`src/rtl/dpll_pkg.sv`:
```
// Shared types and constants for the DPLL loop controller: ID half-period states,
// their lengths in clk cycles, and the request-queue ceiling.
package dpll_pkg;

  typedef enum logic [1:0] {
    NORM = 2'd0,
    ADV  = 2'd1,
    RET  = 2'd2
  } id_state_e;

  localparam logic [1:0] HP_NORM  = 2'd2;
  localparam logic [1:0] HP_ADV   = 2'd1;
  localparam logic [1:0] HP_RET   = 2'd3;
  localparam logic [1:0] PEND_MAX = 2'd3;

  function automatic logic [1:0] hp_len(input id_state_e s);
    case (s)
      ADV:     hp_len = HP_ADV;
      RET:     hp_len = HP_RET;
      default: hp_len = HP_NORM;
    endcase
  endfunction

  // Queue depth after the FSM take and the carry/borrow update are summed
  function automatic logic [1:0] clamp_pend(input logic signed [3:0] v);
    if (v < 4'sd0)
      clamp_pend = 2'd0;
    else if (v > 4'sd3)
      clamp_pend = PEND_MAX;
    else
      clamp_pend = v[1:0];
  endfunction

endpackage

```
`src/rtl/dpll_kcounter.sv`:
```
// Modulo-K up/down counter filtering the phase-detector direction; emits registered
// one-cycle carry/borrow pulses on wrap, restarting from the midpoint.
module dpll_kcounter #(
  parameter int K_WIDTH = 8,
  parameter int K_MOD   = 16
) (
  input  logic i_clk,
  input  logic i_reset,
  input  logic i_en,
  input  logic i_dn_up,
  output logic o_carry,
  output logic o_borrow
);

  localparam logic [K_WIDTH-1:0] K_MID = K_WIDTH'(K_MOD / 2);
  localparam logic [K_WIDTH-1:0] K_TOP = K_WIDTH'(K_MOD - 1);

  logic [K_WIDTH-1:0] r_kcnt;
  logic               r_carry;
  logic               r_borrow;

  always_ff @(posedge i_clk or posedge i_reset) begin
    if (i_reset) begin
      r_kcnt   <= K_MID;
      r_carry  <= 1'b0;
      r_borrow <= 1'b0;
    end else begin
      r_carry  <= 1'b0;
      r_borrow <= 1'b0;
      if (i_en) begin
        if (!i_dn_up) begin
          if (r_kcnt == K_TOP) begin
            r_kcnt  <= K_MID;
            r_carry <= 1'b1;
          end else begin
            r_kcnt <= r_kcnt + 1'b1;
          end
        end else begin
          if (r_kcnt == '0) begin
            r_kcnt   <= K_MID;
            r_borrow <= 1'b1;
          end else begin
            r_kcnt <= r_kcnt - 1'b1;
          end
        end
      end
    end
  end

  assign o_carry  = r_carry;
  assign o_borrow = r_borrow;

endmodule

```
`src/rtl/dpll_loop_ctrl.sv`:
```
// DPLL loop controller: K-counter filter, saturating advance/retard request queue,
// ID output FSM with 1/2/3-cycle half-periods, and lock detection.
module dpll_loop_ctrl
  import dpll_pkg::*;
#(
  parameter int K_WIDTH  = 8,
  parameter int K_MOD    = 16,
  parameter int LOCK_WIN = 64,
  parameter int LOCK_W   = 8
) (
  input  logic       clk,
  input  logic       reset,
  input  logic       en,
  input  logic       dn_up,
  output logic       carry,
  output logic       borrow,
  output logic       id_out,
  output logic [1:0] pend_inc,
  output logic [1:0] pend_dec,
  output logic       lock
);

  localparam logic [LOCK_W-1:0] LOCK_MAX = LOCK_W'(LOCK_WIN);

  logic w_carry;
  logic w_borrow;

  dpll_kcounter #(
    .K_WIDTH(K_WIDTH),
    .K_MOD  (K_MOD)
  ) u_kcounter (
    .i_clk   (clk),
    .i_reset (reset),
    .i_en    (en),
    .i_dn_up (dn_up),
    .o_carry (w_carry),
    .o_borrow(w_borrow)
  );

  id_state_e         r_state;
  logic [1:0]        r_ph;
  logic              r_id;
  logic [1:0]        r_pinc;
  logic [1:0]        r_pdec;
  logic [LOCK_W-1:0] r_lock_cnt;
  logic              r_lock;

  logic              w_boundary;
  logic              w_take_inc;
  logic              w_take_dec;
  id_state_e         w_next_state;
  logic signed [3:0] w_inc_sum;
  logic signed [3:0] w_dec_sum;
  logic [LOCK_W-1:0] w_lock_nxt;

  always_comb begin
    w_boundary   = (r_ph == hp_len(r_state) - 2'd1);
    w_take_inc   = w_boundary && (r_pinc != 2'd0);
    w_take_dec   = w_boundary && (r_pinc == 2'd0) && (r_pdec != 2'd0);
    w_next_state = w_take_inc ? ADV : (w_take_dec ? RET : NORM);

    // A carry first cancels a queued retard; only otherwise does it queue an advance
    w_inc_sum = signed'({2'b00, r_pinc});
    w_dec_sum = signed'({2'b00, r_pdec});
    if (w_take_inc) w_inc_sum = w_inc_sum - 4'sd1;
    if (w_take_dec) w_dec_sum = w_dec_sum - 4'sd1;
    if (w_carry) begin
      if (r_pdec != 2'd0) w_dec_sum = w_dec_sum - 4'sd1;
      else                w_inc_sum = w_inc_sum + 4'sd1;
    end
    if (w_borrow) begin
      if (r_pinc != 2'd0) w_inc_sum = w_inc_sum - 4'sd1;
      else                w_dec_sum = w_dec_sum + 4'sd1;
    end

    if (w_carry || w_borrow)
      w_lock_nxt = '0;
    else if (en && (r_lock_cnt != LOCK_MAX))
      w_lock_nxt = r_lock_cnt + 1'b1;
    else
      w_lock_nxt = r_lock_cnt;
  end

  always_ff @(posedge clk or posedge reset) begin
    if (reset) begin
      r_state    <= NORM;
      r_ph       <= 2'd0;
      r_id       <= 1'b0;
      r_pinc     <= 2'd0;
      r_pdec     <= 2'd0;
      r_lock_cnt <= '0;
      r_lock     <= 1'b0;
    end else begin
      r_pinc     <= clamp_pend(w_inc_sum);
      r_pdec     <= clamp_pend(w_dec_sum);
      r_lock_cnt <= w_lock_nxt;
      r_lock     <= (w_lock_nxt == LOCK_MAX);
      if (w_boundary) begin
        r_id    <= ~r_id;
        r_ph    <= 2'd0;
        r_state <= w_next_state;
      end else begin
        r_ph <= r_ph + 2'd1;
      end
    end
  end

  assign carry    = w_carry;
  assign borrow   = w_borrow;
  assign id_out   = r_id;
  assign pend_inc = r_pinc;
  assign pend_dec = r_pdec;
  assign lock     = r_lock;

endmodule
```
`config.mk`:
```
export PLATFORM = sky130hd
export DESIGN_NAME = dpll_loop_ctrl
export DESIGN_NICKNAME = d
export VERILOG_FILES = /design/src/rtl/dpll_pkg.sv /design/src/rtl/dpll_kcounter.sv /design/src/rtl/dpll_loop_ctrl.sv
export SDC_FILE = /design/constraint.sdc
export NUM_CORES = 1
export LEC_CHECK = 0
export BUFFER_PORTS_ARGS = -buffer_cell sky130_fd_sc_hd__buf_2
export CORE_ASPECT_RATIO = 0.9
export CORE_MARGIN = 5
export CORE_UTILIZATION = 35
export DETAILED_ROUTE_END_ITERATION = 10
export GPL_TIMING_DRIVEN = 0
export SYNTH_ARGS = -nofsm -noshare
export SYNTH_HDL_FRONTEND = slang
export SYNTH_SLANG_ARGS = --single-unit
```
`constraint.sdc`:
```
create_clock -name clk -period 3.6 [get_ports clk]
set_input_delay 0.72 -clock clk [delete_from_list [all_inputs] [get_ports clk]]
set_output_delay 0.72 -clock clk [all_outputs]
set_load 0.05 [all_outputs]
```
==> flow_summary.json <==
{
  "arrival_ns": 3.42,
  "pre_cts_ws_ns": 0.3834,
  "routabilityCongestion": 0.8602,
  "tritoncts": "built",
  "post-route-min-period_ns": 3.213,
  "die-area_mm2": 0.007197,
  "initial_core_util_pct": 36.63,
  "min_from": "id_out",
  "fin_ws_ns": 0.3865,
  "num_vias": 1593,
  "grt_setup_unrepaired": "false",
  "cp_max_fo": 6,
  "timing.hold.ws_ns": 0.4734,
  "final_cell_mix": "dfrtp_1, nor2_1, nand2_1, inv_1, o21ai_0",
  "wire_per_inst_um": 12.52,
  "ys.flop_type": "dfrtp_1",
  "first_global_vias": 1454,
  "fin_tns_setup_ns": 0,
  "fillers": 538,
  "grt_usage_pct": 11.64,
  "grt_max_degree": 29,
  "async_flop_share_pct": 100.0,
  "start_kind": "flip-flop",
  "drc": 0,
  "fp.dieW_um": 88.87,
  "finClkSkew_ns": 0.002730,
  "worst_slew_pin_slew_ns": 1.078,
  "clk_pin_slew_ns": 0.10,
  "ant_nets": 0,
  "hp-class": "flip-flop to flip-flop",
  "antenna_found_initial": 0,
  "die_y_um": 80.98,
  "synth-seq-area-share_pct": 35.82,
  "ys_warn_count": 0,
  "drtIter0Drc": 52,
  "setup_violations": 0,
  "antenna_cells": 0,
  "cp-end-kind": "flip-flop",
  "r2r_slack_ns": 0.39,
  "r2r-start": "r_state[0]",
  "grt_pass1_wl_mm": 6.782,
  "cts_buffers": 3,
  "min_period_over_period_pct": 89.26,
  "post_cts_resized": 0,
  "ys_types": 50,
  "clock_path_buffers": 2,
  "drive_above_1_share_pct": 10.97,
  "ios": 12,
  "maxSlewViolCount": 0,
  "hold_depth": 1,
  "syn_inst": 223,
  "htreeDepth": 1,
  "p_per_area_mw_per_mm2": 953.1,
  "crit_type": "flip-flop to flip-flop",
  "hpwl_mm": 2.858,
  "area_growth_syn_to_layout_pct": 10.47,
  "worst_r2r_path_depth": 13,
  "ir_drop_mv": 0.5460,
  "grt-ovfl-total": 0,
  "slew_headroom_pct": 28.03,
  "fin_nets": 253,
  "final_common_cell": "dfrtp_1",
  "netlist_area_mm2": 0.001959,
  "max_cap_viol_count": 0,
  "insertion_delay_ns": 0.27,
  "leakage_nw": 0.9890,
  "place_area_mm2": 0.002093,
  "min_to": "id_out",
  "vias_per_cell": 5.240,
  "syn_nets": 238,
  "coreArea_mm2": 0.005349,
  "avgSynthCellArea_um2": 8.786,
  "design_area_mm2": 0.002165,
  "clock_sinks": 28,
  "post-cts-setup-buffers": 0,
  "clockRootBuffer": "clkbuf_8",
  "drt-total-wl_mm": 3.806,
  "outcome": "complete, no violations",
  "fp-row-count": 25,
  "postCtsHoldBufs": 0,
  "synth_enable_flop_cells": 0,
  "fmax_mhz": 311.2,
  "drt-pass1-iter-count": 4,
  "r2r-end": "pend_inc[0]",
  "synth-seq-cells": 28,
  "hold_violations": 0,
  "critPathRequiredTime_ns": 3.80,
  "portBuffers": 10
}
-- through the flow --
step	utilization, %	power [mW]	instances
2_1_floorplan	-	1.592	223
3_3_place_gp	39.13	1.806	300
3_5_place_dp	39.13	1.824	300
4_1_cts	40.47	2.086	304
5_1_grt	40.47	2.278	304
6_report	40.47	2.063	304
-- critical path, cell delays in order (launching register included) --
cell and delay, ns:
dfrtp_1 0.34, inv_1 0.05, ha_1 0.32, xor2_1 0.21, nor3_4 0.34, mux2i_1 0.31, ha_1 0.28, mux2i_2 0.24
ha_1 0.21, xor2_1 0.16, xnor2_1 0.08, and3_1 0.19, mux2_4 0.27, nor3_2 0.14
-- cells in the mapped netlist (4+ instances only) --
| library cell | count | share of area, % |
|---|---|---|
| mux2i_1 | 7 | 3.6 |
| xnor2_1 | 8 | 3.6 |
| o21ai_0 | 13 | 3.3 |
| nand3_1 | 11 | 2.8 |
| ha_1 | 11 | 7.0 |
| nor3_1 | 4 | 1.0 |
| inv_1 | 14 | 2.7 |
| dfrtp_1 | 27 | 34 |
| and3_1 | 6 | 1.9 |
| a21oi_1 | 12 | 3.1 |
| xor2_1 | 12 | 5.4 |
| nand2_1 | 17 | 3.3 |
| nand4_1 | 4 | 1.3 |
| nor2_1 | 23 | 4.4 |
| nor2b_1 | 4 | 1.3 |
| clkbuf_1 | 4 | 0.77 |
-- kinds of logic after synthesis --
kind of cell | count (synthesis) | synth area share, %
xor gates and xnor gates | 21 | 9.770
DFF | 28 | 35.82
adders and majority gates | 11 | 7.024
and+or+nand+nor | 90 | 24.46
buffers and inverters | 20 | 3.958
muxes | 9 | 5.044
AOI/OAI and AO/OA | 44 | 13.92
-- where the power goes --
part           leakage, nW  switching [mW]  internal [mW]
Sequential           0.354           0.125          0.443
Clock               0.0357           0.102          0.149
Combinational        0.599           0.723          0.521
-- metal layers --
layer	part of all wire, %	global-route usage [%]
met5	0	0
met4	0.74	2.266
met2	43	17.51
met1	52	17.19
met3	4.2	2.434
-- registers in the layout (all words and copies together), names as in the netlist --
signal and cells:
u_kcounter.o_borrow 1, lock 1, u_kcounter.o_carry 1, id_out 1
r_ph 2, pend_inc 2, u_kcounter.r_kcnt 8, r_lock_cnt 8
r_state 2, pend_dec 2
-- worst max-delay path by stage --
stage,from,endpoint,depth (start not counted)
2_1_floorplan,pend_inc[0],pend_inc[0],12
3_3_place_gp,r_state[1],pend_inc[0],12
3_5_place_dp,r_state[0],pend_inc[0],13
4_1_cts,r_state[0],pend_inc[0],13
5_1_grt,r_state[0],pend_inc[1],13
6_report,r_state[0],pend_inc[0],13
-- cell type report --
cell class,count,area [µm²],area share (%)
multi-input cells,175,1180,54.51
flip-flops and latches,28,701.9,32.43
well taps,67,83.83,3.873
inverters,14,52.55,2.428
repair buffers,10,50.05,2.312
clock buffers,3,41.29,1.908
clock inverters,1,30.03,1.387
plain buffers,6,25.02,1.156
Power figures use the tool's default switching activity.
